==> config.mk <==
export PLATFORM = sky130hd
export DESIGN_NAME = wb_port_arbiter_flat
export DESIGN_NICKNAME = d
export VERILOG_FILES = /design/src/rtl/wb_port_arbiter_if.sv /design/src/rtl/wb_port_arbiter.sv /design/src/flat_wrapper.sv
export SDC_FILE = /design/constraint.sdc
export NUM_CORES = 1
export LEC_CHECK = 0
export ABC_CLOCK_PERIOD_IN_PS = 2970
export BUFFER_PORTS_ARGS = -buffer_cell sky130_fd_sc_hd__buf_4
export CORE_MARGIN = 5
export CORE_UTILIZATION = 48
export DETAILED_ROUTE_END_ITERATION = 10
export GPL_ROUTABILITY_DRIVEN = 0
export PLACE_DENSITY = 0.8
export SYNTH_ARGS = -nofsm -noshare
export SYNTH_HDL_FRONTEND = slang
export SYNTH_SLANG_ARGS = --single-unit
==> constraint.sdc <==
create_clock -name clk -period 2.97 [get_ports clk]
set_input_delay 0.297 -clock clk [delete_from_list [all_inputs] [get_ports clk]]
set_output_delay 0.297 -clock clk [all_outputs]
set_load 0.02 [all_outputs]
==> src/rtl/wb_port_arbiter_if.sv <==
// Bundle of writeback-stage, long-latency-unit and register-file write-port signals
// shared between the write-port arbiter and its surroundings.
`ifndef WORD_SIZE
`define WORD_SIZE 32
`endif

interface wb_port_arbiter_if #(
   parameter int WIDTH = `WORD_SIZE,
   parameter int DEPTH = 2
);
   logic                   RegWriteW;
   logic [4:0]             RdW;
   logic [WIDTH-1:0]       ResultW;
   logic                   LUValid;
   logic [4:0]             LURd;
   logic [WIDTH-1:0]       LUData;
   logic                   LUReady;
   logic                   RegWriteRF;
   logic [4:0]             RdRF;
   logic [WIDTH-1:0]       WriteDataRF;
   logic [4:0]             RdWH;
   logic                   RegWriteWH;
   logic                   StallReq;
   logic [$clog2(DEPTH):0] FifoCount;

   modport slave (
      input  RegWriteW, RdW, ResultW, LUValid, LURd, LUData,
      output LUReady, RegWriteRF, RdRF, WriteDataRF, RdWH, RegWriteWH, StallReq, FifoCount
   );

   modport master (
      output RegWriteW, RdW, ResultW, LUValid, LURd, LUData,
      input  LUReady, RegWriteRF, RdRF, WriteDataRF, RdWH, RegWriteWH, StallReq, FifoCount
   );
endinterface

==> src/rtl/wb_port_arbiter.sv <==
// Register-file write-port arbiter: pipeline writes win, long-latency results are
// buffered and drained into idle port cycles, starvation raises a stall request.
`ifndef WORD_SIZE
`define WORD_SIZE 32
`endif

module wb_port_arbiter #(
   parameter int WIDTH        = `WORD_SIZE,
   parameter int DEPTH        = 2,
   parameter int STARVE_LIMIT = 4
) (
   input  logic              clk,
   input  logic              rst,
   wb_port_arbiter_if.slave  bus
);
   localparam int PTRW = $clog2(DEPTH);
   localparam int CNTW = PTRW + 1;
   localparam logic [3:0]      LIMIT   = 4'(STARVE_LIMIT);
   localparam logic [CNTW-1:0] FULLCNT = CNTW'(DEPTH);

   typedef enum logic [1:0] {
      IDLE    = 2'd0,
      PENDING = 2'd1,
      STARVED = 2'd2
   } state_t;

   state_t           state_r, state_s;
   logic [3:0]       starveCnt_r, starveCnt_s;
   logic [PTRW-1:0]  headPtr_r, tailPtr_r;
   logic [CNTW-1:0]  count_r, count_s;
   logic [4:0]       rdMem_r [DEPTH];
   logic [WIDTH-1:0] dataMem_r [DEPTH];

   logic             pv_s, empty_s, full_s, push_s, pop_s;
   logic             wrEn_s;
   logic [4:0]       wrRd_s;
   logic [WIDTH-1:0] wrData_s;

   // Arbitration and FIFO handshake; reset forces the port idle without waiting for a clock
   always_comb begin
      pv_s     = bus.RegWriteW & (bus.RdW != 5'd0);
      empty_s  = (count_r == '0);
      full_s   = (count_r == FULLCNT);
      pop_s    = ~pv_s & ~empty_s & ~rst;
      push_s   = bus.LUValid & ~full_s & (bus.LURd != 5'd0) & ~rst;
      wrEn_s   = 1'b0;
      wrRd_s   = 5'd0;
      wrData_s = '0;
      if (pv_s && !rst) begin
         wrEn_s   = 1'b1;
         wrRd_s   = bus.RdW;
         wrData_s = bus.ResultW;
      end else if (pop_s) begin
         wrEn_s   = 1'b1;
         wrRd_s   = rdMem_r[headPtr_r];
         wrData_s = dataMem_r[headPtr_r];
      end else begin
         wrEn_s   = 1'b0;
      end
   end

   assign bus.RegWriteRF  = wrEn_s;
   assign bus.RdRF        = wrRd_s;
   assign bus.WriteDataRF = wrData_s;
   assign bus.RegWriteWH  = wrEn_s;
   assign bus.RdWH        = wrRd_s;
   assign bus.LUReady     = ~full_s;
   assign bus.FifoCount   = count_r;
   assign bus.StallReq    = (state_r == STARVED);

   // Next FIFO occupancy from the push/pop pair
   always_comb begin
      count_s = count_r;
      case ({push_s, pop_s})
         2'b10:   count_s = count_r + CNTW'(1);
         2'b01:   count_s = count_r - CNTW'(1);
         default: count_s = count_r;
      endcase
   end

   // FIFO storage and pointers; pointers wrap naturally since DEPTH is a power of two
   always_ff @(posedge clk or posedge rst) begin
      if (rst) begin
         headPtr_r <= '0;
         tailPtr_r <= '0;
         count_r   <= '0;
         for (int i = 0; i < DEPTH; i++) begin
            rdMem_r[i]   <= 5'd0;
            dataMem_r[i] <= '0;
         end
      end else begin
         if (push_s) begin
            rdMem_r[tailPtr_r]   <= bus.LURd;
            dataMem_r[tailPtr_r] <= bus.LUData;
            tailPtr_r            <= tailPtr_r + PTRW'(1);
         end
         if (pop_s) begin
            headPtr_r <= headPtr_r + PTRW'(1);
         end
         count_r <= count_s;
      end
   end

   // Starvation FSM next state and counter
   always_comb begin
      state_s     = state_r;
      starveCnt_s = starveCnt_r;
      case (state_r)
         IDLE: begin
            starveCnt_s = 4'd0;
            if (push_s) begin
               state_s = PENDING;
            end else begin
               state_s = IDLE;
            end
         end
         PENDING: begin
            if (pop_s) begin
               starveCnt_s = 4'd0;
               state_s     = (count_s == '0) ? IDLE : PENDING;
            end else if (!empty_s) begin
               starveCnt_s = starveCnt_r + 4'd1;
               state_s     = ((starveCnt_r + 4'd1) >= LIMIT) ? STARVED : PENDING;
            end else begin
               starveCnt_s = 4'd0;
               state_s     = push_s ? PENDING : IDLE;
            end
         end
         STARVED: begin
            if (pop_s) begin
               starveCnt_s = 4'd0;
               state_s     = (count_s == '0) ? IDLE : PENDING;
            end else begin
               starveCnt_s = (starveCnt_r < LIMIT) ? (starveCnt_r + 4'd1) : LIMIT;
               state_s     = STARVED;
            end
         end
         default: begin
            starveCnt_s = 4'd0;
            state_s     = IDLE;
         end
      endcase
   end

   // FSM state and starvation counter registers
   always_ff @(posedge clk or posedge rst) begin
      if (rst) begin
         state_r     <= IDLE;
         starveCnt_r <= 4'd0;
      end else begin
         state_r     <= state_s;
         starveCnt_r <= starveCnt_s;
      end
   end
endmodule

==> src/flat_wrapper.sv <==
// flat-port wrapper written by rule: the top's interface ports become plain ports
module wb_port_arbiter_flat 
#(
   parameter int WIDTH        = `WORD_SIZE,
   parameter int DEPTH        = 2,
   parameter int STARVE_LIMIT = 4
)
  (clk, rst, bus_RegWriteW, bus_RdW, bus_ResultW, bus_LUValid, bus_LURd, bus_LUData, bus_LUReady, bus_RegWriteRF, bus_RdRF, bus_WriteDataRF, bus_RdWH, bus_RegWriteWH, bus_StallReq, bus_FifoCount);
  wb_port_arbiter_if #(.WIDTH(WIDTH), .DEPTH(DEPTH)) bus_i ();
  input  logic clk;
  input  logic rst;
  input wire logic [$bits(bus_i.RegWriteW)-1:0] bus_RegWriteW;
  input wire logic [$bits(bus_i.RdW)-1:0] bus_RdW;
  input wire logic [$bits(bus_i.ResultW)-1:0] bus_ResultW;
  input wire logic [$bits(bus_i.LUValid)-1:0] bus_LUValid;
  input wire logic [$bits(bus_i.LURd)-1:0] bus_LURd;
  input wire logic [$bits(bus_i.LUData)-1:0] bus_LUData;
  output wire logic [$bits(bus_i.LUReady)-1:0] bus_LUReady;
  output wire logic [$bits(bus_i.RegWriteRF)-1:0] bus_RegWriteRF;
  output wire logic [$bits(bus_i.RdRF)-1:0] bus_RdRF;
  output wire logic [$bits(bus_i.WriteDataRF)-1:0] bus_WriteDataRF;
  output wire logic [$bits(bus_i.RdWH)-1:0] bus_RdWH;
  output wire logic [$bits(bus_i.RegWriteWH)-1:0] bus_RegWriteWH;
  output wire logic [$bits(bus_i.StallReq)-1:0] bus_StallReq;
  output wire logic [$bits(bus_i.FifoCount)-1:0] bus_FifoCount;
  assign bus_i.RegWriteW = bus_RegWriteW;
  assign bus_i.RdW = bus_RdW;
  assign bus_i.ResultW = bus_ResultW;
  assign bus_i.LUValid = bus_LUValid;
  assign bus_i.LURd = bus_LURd;
  assign bus_i.LUData = bus_LUData;
  assign bus_LUReady = bus_i.LUReady;
  assign bus_RegWriteRF = bus_i.RegWriteRF;
  assign bus_RdRF = bus_i.RdRF;
  assign bus_WriteDataRF = bus_i.WriteDataRF;
  assign bus_RdWH = bus_i.RdWH;
  assign bus_RegWriteWH = bus_i.RegWriteWH;
  assign bus_StallReq = bus_i.StallReq;
  assign bus_FifoCount = bus_i.FifoCount;
  wb_port_arbiter #(.WIDTH(WIDTH), .DEPTH(DEPTH), .STARVE_LIMIT(STARVE_LIMIT)) u_core (.clk(clk), .rst(rst), .bus(bus_i));
endmodule
Word-level counts from Yosys, hierarchy flattened
Index checks and enable logic that the tools add are counted.
{"block": "totals", "word_cells": 75, "inputBits": 78, "register_bits": 84, "output_inout_bits": 48}
{"block": "op_classes", "mux": 31, "n_reduce_logical": 8, "magnitude_cmp": 5, "n_bitwise": 12, "addsub": 5, "eq_ne": 5}
{"op": "2-to-1 mux 32 bit", "count": 6}
{"op": "bitwise mux 64 bit", "count": 1}
{"op": "demux 32 bit (select 1 bit)", "count": 1}
{"op": "2-to-1 mux 5 bit", "count": 6}
{"op": "2-to-1 mux 4 bit", "count": 4}
{"op": "bitwise mux 10 bit", "count": 1}
{"op": "nonzero test 5 bit", "count": 2}
{"op": "2-to-1 mux 2 bit", "count": 4}
{"op": "case mux 4 bit (2 select lines)", "count": 1}
{"op": "bitwise AND 1 bit", "count": 6}
{"op": "== test 2 bit, second input constant", "count": 3}
{"op": "zero test 2 bit", "count": 3}
{"op": "case mux 2 bit (3 select lines)", "count": 1}
{"op": "demux 5 bit (select 1 bit)", "count": 1}
{"op": "adder 4 x 1 -> 4 bit, second input constant", "count": 1}
{"op": "== test 2 x 1 -> 1 bit, second input constant", "count": 2}
{"op": "greater-or-equal comparator 2 bit, second input constant", "count": 2}
{"op": "greater-or-equal comparator 4 x 3 -> 1 bit, second input constant", "count": 1}
{"op": "less-than comparator 4 x 3 -> 1 bit, second input constant", "count": 1}
{"op": "2-to-1 mux 1 bit", "count": 4}
{"op": "inverter 1 bit", "count": 4}
{"op": "inverter 1 -> 2 bit", "count": 2}
{"op": "case mux 2 bit (2 select lines)", "count": 1}
{"op": "adder 1 bit, second input constant", "count": 2}
{"op": "other kinds (5)", "count": 6}

Logic depth before layout (Yosys ltp)
Gate-level depths: netlist (run 1).
{"block": "logic_depth", "depth_word": 11, "depth_mapped": 10, "mapped_depth_nobuf": 8}

Worst setup path before layout (run 1)
Ideal clock, no wire load.
{"block": "synth_timing", "path_kind": "reg2reg", "from": "reg u_core.count_r[0] (netlist: u_core.bus.FifoCount[0])", "to": "reg u_core.state_r[0]", "required_ns": 2.883, "stages_incl_launch_ff": 11, "path_buffers": 2, "period_less_slack_ns": 2.428, "setup_ns": 0.087, "setup_slack_ns": 0.542, "arrival_time_ns": 2.342, "path_cell_list": "dfrtp_1 -> buf_2 -> o21ba_2 -> nand3_1 -> clkbuf_1 -> inv_1 -> ha_1 -> nand3b_1 -> a21oi_1 -> or4_1 -> o211ai_1"}
{"block": "synth_via", "elab_cells_between_ends": 21, "cone_classes": "add/sub (2); eq/ne (3); mux (7); bitwise (7); reduce/logical (2)"}
{"element": "start: declaration", "line_no": "wb_port_arbiter.sv:30", "text": "logic [CNTW-1:0] count_r, count_s;"}
{"element": "start signal: assignment", "line_no": "wb_port_arbiter.sv:100", "text": "count_r <= count_s;"}
{"element": "zero test 2 bit *", "line_no": "wb_port_arbiter.sv:42", "text": "empty_s = (count_r == '0);"}
{"element": "inverter 1 bit *", "line_no": "wb_port_arbiter.sv:44", "text": "pop_s = ~pv_s & ~empty_s & ~rst;"}
{"element": "bitwise AND 1 bit * (2 in a row)", "line_no": "wb_port_arbiter.sv:44"}
{"element": "net u_core.pop_s", "line_no": "wb_port_arbiter.sv:34", "text": "logic pv_s, empty_s, full_s, push_s, pop_s;"}
{"element": "== test 2 x 1 -> 1 bit / == test 2 bit (equally long branches)", "line_no": "wb_port_arbiter.sv:74", "text": "case ({push_s, pop_s})"}
{"element": "case mux 2 bit (2 select lines)", "line_no": "wb_port_arbiter.sv:74"}
{"element": "zero test 2 bit", "line_no": "wb_port_arbiter.sv:120, wb_port_arbiter.sv:132"}
{"element": "2-to-1 mux 1 bit", "line_no": "wb_port_arbiter.sv:120, wb_port_arbiter.sv:132"}
{"element": "2-to-1 mux 2 bit (on tied branches)", "line_no": "wb_port_arbiter.sv:130, wb_port_arbiter.sv:118"}
{"element": "case mux 2 bit (3 select lines) *", "line_no": "wb_port_arbiter.sv:108", "text": "case (state_r)"}
{"element": "net u_core.state_s[0]", "line_no": "wb_port_arbiter.sv:27", "text": "state_t state_r, state_s;"}
{"element": "end signal: assignment", "line_no": "wb_port_arbiter.sv:151", "text": "state_r <= state_s;"}
{"element": "end: declaration", "line_no": "wb_port_arbiter.sv:27"}
The timed path passes the listed nets; every way through them passes the cells marked *.
A chain may end at the register's enable or synchronous reset.

Final worst setup path (run 1)
{"block": "layout_timing", "from": "reg u_core.count_r[0] (netlist: u_core.bus.FifoCount[0])", "to": "reg u_core.dataMem_r[37] (netlist bit)"}
{"block": "layout_via", "elab_chain_cells": 5}
{"element": "== test 2 bit", "line_no": "wb_port_arbiter.sv:43", "text": "full_s = (count_r == FULLCNT);"}
{"element": "inverter 1 bit", "line_no": "wb_port_arbiter.sv:45", "text": "push_s = bus.LUValid & ~full_s & (bus.LURd != 5'd0) & ~rst;"}
{"element": "bitwise AND 1 bit (3 in a row)", "line_no": "wb_port_arbiter.sv:45"}
{"element": "end signal: indexed assignment", "line_no": "wb_port_arbiter.sv:94", "text": "dataMem_r[tailPtr_r] <= bus.LUData;"}
{"element": "end: declaration", "line_no": "wb_port_arbiter.sv:32", "text": "logic [WIDTH-1:0] dataMem_r [DEPTH];"}
No other way between the ends.

==> flow_summary.json, run 1 <==
{
  "min_period_over_period_pct": 86.0,
  "drive_gt1_share_pct": 52.7,
  "slowest_delay_ns": 0.72,
  "io_pins": 126,
  "dp_hpwl_mm": 7.12,
  "cp_num_buf_inv": 1,
  "total_power_uw": 4940,
  "syn_inst": 317,
  "clockRootBuffer": "clkbuf_8",
  "synthAdderAreaFrac_pct": 1.72,
  "area_growth_pct": 27.7,
  "htreeDepth": 3,
  "crit_path_start": "u_core.bus.FifoCount[0]",
  "hold_violations": 0,
  "setup_violations": 0,
  "final_nets": 523,
  "ant_nets": 0,
  "wl_mm": 9.72,
  "grt_first_pass_wirelength_mm": 16.1,
  "synth_xor_area_share_pct": 1.40,
  "arrival_ns": 2.79,
  "track_usage_pct": 17.9,
  "overflow": 0,
  "max_freq_mhz": 392,
  "min_from": "bus_LUData[10]",
  "dieArea_um2": 11100,
  "synth_top_area_cell": "dfrtp_1",
  "synth-simple-area-share_pct": 3.44,
  "dr_total_vias": 2991,
  "grt_max_degree": 63,
  "rsz0062_at_grt": "false",
  "synthDistinctLibCells": 38,
  "final.setup.tns_ns": 0,
  "clock_latency_ns": 0.35,
  "avgViaCountPerCell": 5.42,
  "finalMaxSlewViolations": 0,
  "synth_top_area_share_pct": 48.2,
  "cap_violations": 0,
  "io_buffers": 125,
  "period_minus_slack_ns": 2.55,
  "syn_area_um2": 4370,
  "rows": 34,
  "power_density_nw_per_um2": 887,
  "synth-compound-area-share_pct": 10.9,
  "relSlewSlack_pct": 30.0,
  "worstSetupPathType": "flop to flop",
  "drc": 0,
  "initial_core_util_pct": 49.6,
  "cp.required_ns": 3.20,
  "r2r-start": "u_core.bus.FifoCount[0]",
  "synth_top_family_by_area": "multiplexers",
  "synthMuxAreaShare_pct": 30.2,
  "cp_slowest_cell": "nor2_4",
  "endpoint_kind": "flop",
  "fin_skew_ns": 0.0117,
  "first_pass_iters": 4,
  "syn_avg_cell_area_um2": 13.8,
  "numCtsBuffers": 9,
  "ys_seq_area_share_pct": 48.2,
  "cts_hold_buf": 0,
  "yosys_warnings": 0,
  "avgRoutedWirePerCell_um": 17.6,
  "async_reset_ff_share_pct": 100,
  "cts_buffer_depth": 2,
  "n_antenna_cell": 0,
  "synth_edf_count": 0,
  "die_x_um": 105,
  "run_status": "finished, final reports clean",
  "start_kind": "flop",
  "drt_iter0_drc": 95,
  "leakage_uw": 0.00262,
  "path_max_fanout": 23,
  "path_delay_family": "simple AND/OR/NAND/NOR gates",
  "layout_commonest_cell": "buf_4",
  "final_cell_mix": "buf_4 (135), dfrtp_1 (83), mux2_2 (42)",
  "cts_tree": "built",
  "ys.flop_type": "dfrtp_1",
  "cts_setup_buffers": 0,
  "core_area_um2": 8810,
  "ys_ff_latch": 84,
  "grt_pass1_vias": 3219,
  "path_cells": "nand2b_1, o211ai_4, nor2_4, buf_4, mux2_2",
  "synth_fp_nets": 401,
  "cts_resized": 0,
  "min_path_type": "primary input to flop",
  "die_height_um": 105,
  "clock_sinks": 84,
  "synth_area_leaders": "dfrtp_1 (48%), mux2_2 (11%), mux2_4 (10%)",
  "clk_pin_slew_ns": 0.09,
  "tightestPinTransition_ns": 1.05,
  "ir_worst_vdd_mv": 0.507,
  "antenna_found_initial": 0
}
power breakdown:
group	internal, µW	total [µW]	switching [µW]
clock network	436	836	400
logic	1170	2060	888
registers	1700	2050	353
worst reg2reg max path, stage by stage (launching register included):
cell and delay (ns):
dfrtp_1 0.50, nand2b_1 0.28, o211ai_4 0.14, nor2_4 0.72
buf_4 0.44, mux2_2 0.37
per-layer routing:
layer / routed length, µm / GRT usage [%] / part of all wire [%] / vias to the layer above
li1: - / - / - / 1420
met4: 110 / 5.90 / 1.1 / 0
met5: 0 / 0 / 0 / -
met3: 624 / 4.71 / 6.4 / 11
met1: 4190 / 23.3 / 43 / 1477
met2: 4790 / 29.2 / 49 / 83
synthesized netlist by cell type (all sizes together) (2+ instances only):
cell type / instances
dfrtp: 84
mux2: 74
mux2i: 37
o2bb2ai: 37
buf: 16
clkbuf: 8
nor2: 7
ha: 6
inv: 6
a21oi: 4
o211ai: 4
xnor2: 4
o21ai: 3
or4: 3
xor2: 3
a211oi: 2
nand2: 2
nand2b: 2
nand3: 2
nor2b: 2
o2111ai: 2
or3b: 2
metrics by stage:
stage                     hold slack (ns)  utilization, %  instances  instance area (µm²)  worst slack, ns
final                               0.185            63.3        552                 5580            0.417
after CTS                           0.168            63.3        552                 5580            0.390
after detailed placement            0.488            60.9        536                 5360            0.367
after global routing                0.169            63.3        552                 5580            0.218
after floorplan                     0.429               -        317                 4370            0.508
after global placement              0.451            60.9        536                 5360            0.460
cell families after synthesis:
| group | after synthesis |
|---|---|
| AOI/OAI and AO/OA | 55 |
| adders and majority gates | 6 |
| xor gates and xnor gates | 7 |
| DFF | 84 |
| buffers and inverters | 30 |
| and+or+nand+nor | 24 |
| muxes | 111 |
worst paths after layout:
kind                                           end  slack, ns  cells after the start
min in group asynchronous  u_core.bus.FifoCount[1]       0.20                      2
setup reg to reg              u_core.dataMem_r[37]       0.42                      5
hold / removal                u_core.dataMem_r[42]       0.19                      2
hold reg to reg              u_core.starveCnt_r[0]       0.49                      1
setup / recovery              u_core.dataMem_r[37]       0.42                      5
max in group asynchronous      u_core.dataMem_r[2]       2.00                      3
layout make-up:
cell class	instances	area (µm²)
inverters	6	23.8
repair buffers	135	1010
well taps	108	135
flip-flops and latches	84	2100
clock inverters	5	60.1
clock buffers	11	151
multi-input cells	203	2090
fillers	658	3230
state kept, by name, indices dropped and copies added (netlist names):
name / count
u_core.dataMem_r: 64
u_core.rdMem_r: 10
u_core.starveCnt_r: 4
u_core.bus.FifoCount: 2
u_core.state_r: 2
u_core.headPtr_r: 1
u_core.tailPtr_r: 1
(Power assumes the default switching activity.)
==> run 2: changes to the inputs <==
Settings changed: CORE_MARGIN 5 to 2, PLACE_DENSITY 0.8 to 0.72.
==> flow_summary.json, run 2 (same netlist as run 1, synthesis figures left out) <==
{
  "cp.required_ns": 2.67,
  "clk_pin_slew_ns": 0.08,
  "cts_setup_buffers": 0,
  "clockRootBuffer": "clkbuf_8",
  "start_kind": "primary input",
  "cts_resized": 0,
  "first_pass_iters": 4,
  "final.setup.tns_ns": 0,
  "drive_gt1_share_pct": 52.2,
  "met1Wirelength_mm": 4.05,
  "dp_hpwl_mm": 6.45,
  "leakage_uw": 0.00260,
  "route.met3.wl_um": 539,
  "cts_tree": "built",
  "setup_violations": 0,
  "ir_worst_vdd_mv": 0.410,
  "initial_core_util_pct": 49.8,
  "finalMaxSlewViolations": 0,
  "overflow": 0,
  "core_area_um2": 8760,
  "regMostFlops": "u_core.dataMem_r",
  "numCtsBuffers": 9,
  "htreeDepth": 3,
  "met2_length_mm": 4.50,
  "cts_buffer_depth": 2,
  "rsz0062_at_grt": "false",
  "cap_violations": 0,
  "max_freq_mhz": 438,
  "clock_latency_ns": 0.34,
  "path_max_fanout": 37,
  "relSlewSlack_pct": 39.7,
  "track_usage_pct": 19.3,
  "tightestPinTransition_ns": 0.902,
  "dieArea_um2": 9870,
  "grt_max_degree": 43,
  "wl_mm": 9.19,
  "grt_pass1_vias": 3113,
  "n_antenna_cell": 0,
  "drc": 0,
  "rows": 34,
  "min_period_over_period_pct": 76.8,
  "top_layer_used": "met4",
  "grt_first_pass_wirelength_mm": 15.2,
  "io_pins": 126,
  "layout_commonest_cell": "buf_4",
  "io_buffers": 125,
  "power_density_nw_per_um2": 871,
  "area_growth_pct": 27.2,
  "hold_violations": 0,
  "total_power_uw": 4840,
  "dr_total_vias": 2973,
  "cts_hold_buf": 0,
  "clock_sinks": 84,
  "ant_nets": 0,
  "avgRoutedWirePerCell_um": 16.7,
  "final_nets": 520,
  "antenna_found_initial": 0,
  "final_cell_mix": "buf_4 (130), dfrtp_1 (83), mux2_2 (42)",
  "period_minus_slack_ns": 2.28,
  "fin_skew_ns": 0.0142,
  "die_height_um": 99.4,
  "avgViaCountPerCell": 5.42,
  "run_status": "finished, final reports clean",
  "arrival_ns": 1.98,
  "die_x_um": 99.4,
  "reg.largest.list": "u_core.dataMem_r: 64 flops, u_core.rdMem_r: 10 flops, u_core.starveCnt_r: 4 flops",
  "min_path_type": "primary input to async pin",
  "worstSetupPathType": "primary input to output port",
  "drt_iter0_drc": 104,
  "largest_reg_flops": 64,
  "endpoint_kind": "output port"
}
## run 2: worst paths after layout
path / startpoint / to / slack (ns) / depth (start not counted)
hold / removal: rst / u_core.state_r[0] / 0.1 / 2
min in group clk: bus_LUData[23] / u_core.dataMem_r[23] / 0.18 / 2
hold reg to reg: u_core.starveCnt_r[0] / u_core.starveCnt_r[0] / 0.46 / 1
setup / recovery: bus_RdW[1] / bus_RdWH[2] / 0.69 / 6
setup reg to reg: u_core.bus.FifoCount[0] / u_core.state_r[0] / 0.83 / 7
max in group asynchronous: rst / u_core.dataMem_r[43] / 2.09 / 3
## run 2: report_power, final
group | leakage [µW] | internal, µW | switching (µW)
sequential | 0.00101 | 1700 | 365
combinational | 0.00151 | 1180 | 858
clock | 0.0000884 | 347 | 391
total | 0.00260 | 3220 | 1610
## run 2: layout make-up
type | count | area, µm²
Fill cell | 692 | 3210
Sequential cell | 84 | 2100
Multi-Input combinational cell | 203 | 2090
Timing Repair Buffer | 132 | 1020
Clock buffer | 12 | 155
Tap cell | 108 | 135
Clock inverter | 4 | 25.0
Inverter | 6 | 23.8
## run 2: through the flow
| stage | worst slack (ns) | instance area, µm² | cells | hold slack, ns | utilization [%] |
|---|---|---|---|---|---|
| CTS | 0.666 | 5550 | 549 | 0.108 | 63.3 |
| floorplan | 0.508 | 4370 | 317 | 0.429 | - |
| finish | 0.689 | 5550 | 549 | 0.0966 | 63.3 |
| global placement | 0.691 | 5370 | 533 | 0.448 | 61.3 |
| global route | 0.596 | 5550 | 549 | 0.130 | 63.3 |
| detailed placement | 0.658 | 5370 | 533 | 0.452 | 61.3 |
## run 2: worst max-delay path, cell delays in order
cell and delay, ns:
buf_4 0.12, or4_1 0.51, o21ai_0 0.38, nor2_4 0.26
o2bb2ai_1 0.22, buf_4 0.18
## run 2: routing by layer
layer	vias to the layer above	global-route usage (%)
li1	1402	-
met1	1482	25.1
met2	80	32.3
met3	9	5.69
met4	0	4.11
met5	-	0
==> run 3: changes to the inputs <==
Settings changed: ABC_AREA set to 1, ABC_CLOCK_PERIOD_IN_PS 2970 to 2300, PLACE_DENSITY 0.72 to 0.71.
Clock period 2.97 ns to 2.3 ns, I/O delays scaled along.
==> flow_summary.json, run 3 <==
{
  "run_status": "finished, final reports clean",
  "ir_worst_vdd_mv": 0.449,
  "avgViaCountPerCell": 4.84,
  "syn_avg_cell_area_um2": 7.80,
  "synth_xor_area_share_pct": 0.590,
  "total_power_uw": 6190,
  "grt_max_degree": 76,
  "clock_latency_ns": 0.34,
  "ant_nets": 0,
  "wl_mm": 9.53,
  "synth_top_area_cell": "dfrtp_1",
  "track_usage_pct": 19.9,
  "setup_violations": 0,
  "initial_core_util_pct": 48.9,
  "start_kind": "primary input",
  "power.internal_uw": 3750,
  "endpoint_kind": "output port",
  "clock_sinks": 84,
  "cts_tree": "built",
  "die_x_um": 100,
  "die_height_um": 100,
  "cts_buffer_depth": 2,
  "path_delay_family": "buffers and inverters",
  "synth_edf_count": 0,
  "min_path_type": "primary input to flop",
  "area_growth_pct": 25.6,
  "numCtsBuffers": 9,
  "overflow": 0,
  "synthDistinctLibCells": 28,
  "avgRoutedWirePerCell_um": 12.0,
  "syn_area_um2": 4450,
  "final_cell_mix": "nand2_1 (133), buf_4 (133), inv_1 (122)",
  "syn_inst": 571,
  "ys_seq_area_share_pct": 47.2,
  "regMostFlops": "u_core.dataMem_r",
  "dp_hpwl_mm": 6.71,
  "cp_num_buf_inv": 6,
  "io_buffers": 125,
  "cp.required_ns": 2.07,
  "dr_total_vias": 3847,
  "clockRootBuffer": "clkbuf_8",
  "synth_fp_nets": 655,
  "power_frac_seq_pct": 41.7,
  "core_area_um2": 9110,
  "synth_area_leaders": "dfrtp_1 (47%), nand2_1 (11%), inv_1 (10%)",
  "final_cell_count_no_fill": 795,
  "ys_ff_latch": 84,
  "synthTopCellsByCount": "nand2_1 (134), inv_1 (122), dfrtp_1 (84)",
  "yosys_warnings": 0,
  "placedCellCount": 778,
  "slowest_delay_ns": 0.53,
  "grt_first_pass_wirelength_mm": 16.2,
  "relSlewSlack_pct": 38.3,
  "p_clk_share_pct": 15.9,
  "cp_slowest_cell": "dlygate4sd3_1",
  "synth_top_family_by_area": "compound AO/OA/AOI/OAI gates",
  "hold_violations": 0,
  "reg.largest.list": "u_core.dataMem_r: 64 flops, u_core.rdMem_r: 10 flops, u_core.starveCnt_r: 4 flops",
  "fin_skew_ns": 0.00783,
  "final.setup.tns_ns": 0,
  "antenna_found_initial": 0,
  "synthMuxAreaShare_pct": 0,
  "period_minus_slack_ns": 2.16,
  "worstSetupPathType": "primary input to output port",
  "htreeDepth": 3,
  "final_nets": 764,
  "min_period_over_period_pct": 94.0,
  "drc": 0,
  "io_pins": 126,
  "synth-compound-area-share_pct": 20.4,
  "p_sw_uw": 2440,
  "leakage_uw": 0.00310,
  "first_pass_iters": 4,
  "rsz0062_at_grt": "false",
  "cap_violations": 0,
  "synth.most_common_cell": "nand2_1",
  "path_cells": "dlygate4sd3_1, buf_4, inv_6, buf_4, nand3_1, buf_4, o22ai_1, buf_4",
  "grt_pass1_vias": 3672,
  "path_max_fanout": 20,
  "drive_gt1_share_pct": 26.5,
  "p_sw_share_pct": 39.5,
  "finalMaxSlewViolations": 0,
  "drt_iter0_drc": 181,
  "crit_path_frequent_cell": "buf_4",
  "clk_pin_slew_ns": 0.08,
  "synth_top_area_share_pct": 47.2,
  "tightestPinTransition_ns": 0.925,
  "largest_reg_flops": 64,
  "ys.flop_type": "dfrtp_1",
  "nFillCells": 840,
  "rows": 35,
  "async_reset_ff_share_pct": 100,
  "n_antenna_cell": 0,
  "pwr-share-comb_pct": 42.4,
  "synthAdderAreaFrac_pct": 1.69,
  "cts_setup_buffers": 0,
  "arrival_ns": 1.93,
  "max_freq_mhz": 462,
  "dieArea_um2": 10100,
  "power_density_nw_per_um2": 1110,
  "synth-simple-area-share_pct": 14.3
}
-- run 3: cell count changes after synthesis, moves of 5 or more --
cell | previous run | this run
buf_2 | 2 | 11
inv_1 | 6 | 122
mux2_2 | 42 | 0
mux2_4 | 30 | 0
mux2i_1 | 37 | 0
nand2_1 | 2 | 134
nand3_1 | 2 | 7
o21ai_0 | 3 | 69
o21ai_1 | 0 | 23
o21ai_2 | 0 | 20
o22ai_1 | 0 | 37
o2bb2ai_1 | 37 | 0
-- run 3: logic make-up after synthesis --
kind of cell	Yosys count
simple gates	160
fa+ha+maj	6
compound gates	154
flops	84
xor+xnor	3
buf+inv	164
-- run 3: stage by stage --
stage | area, µm² | utilization [%] | setup WS [ns] | hold WS [ns]
3_3_place_gp | 5390 | 59.1 | 0.406 | 0.364
3_5_place_dp | 5390 | 59.1 | 0.305 | 0.366
5_1_grt | 5590 | 61.4 | 0.0166 | 0.153
2_1_floorplan | 4460 | - | 0.164 | 0.200
6_report | 5590 | 61.4 | 0.137 | 0.148
4_1_cts | 5590 | 61.4 | 0.0943 | 0.133
-- run 3: metal layers --
metal / wire [µm] / GRT usage [%] / up-vias
li1: - / - / 1993
met1: 4390 / 26.1 / 1761
met2: 4650 / 34.4 / 87
met3: 412 / 2.72 / 6
met4: 81 / 5.69 / 0
met5: 0 / 0 / -
-- run 3: worst paths after layout --
kind	from	to	slack, ns	cells past startpoint
max in group asynchronous	rst	u_core.bus.FifoCount[0]	0.37	5
min in group asynchronous	rst	u_core.rdMem_r[8]	0.48	4
max reg2reg	u_core.bus.FifoCount[1]	u_core.state_r[0]	0.37	12
min	bus_LUData[10]	u_core.dataMem_r[10]	0.15	3
max	rst	bus_RdRF[1]	0.14	8
min reg2reg	u_core.dataMem_r[53]	u_core.dataMem_r[53]	0.48	2
-- run 3: worst reg2reg max path, cell delays in order, from the launching register on --
cell and delay (ns):
dfrtp_1 0.45, nor2_2 0.24, inv_2 0.06, nand2_2 0.09, a21oi_4 0.06, ha_1 0.33
inv_1 0.09, nand4_1 0.13, nand3_1 0.12, nand3_1 0.07, nand2_1 0.06, inv_1 0.03
a21oi_1 0.12
-- run 3: timing repair --
action                     4_1_cts  5_1_grt
resized for setup                0        2
hold endpoints to repair        17        0
hold buffers                     2        0
setup endpoints to repair        0       10
-- run 3: final cells by class --
cell class	instances	area, µm²	share of cell area (%)
repair buffers	136	1040	18.6
clock buffers	11	131	2.35
clock inverters	4	51.3	0.917
inverters	126	478	8.54
well taps	111	139	2.48
flip-flops and latches	84	2100	37.6
multi-input cells	323	1650	29.5
-- run 3: power by group through the flow --
stage	Combinational [µW]	Sequential, µW	Clock, µW
after global placement	2590	2550	0
after global routing	3000	2670	1080
after CTS	2660	2570	1020
after detailed placement	2650	2590	0
after floorplan	2000	2440	0
final	2630	2580	987
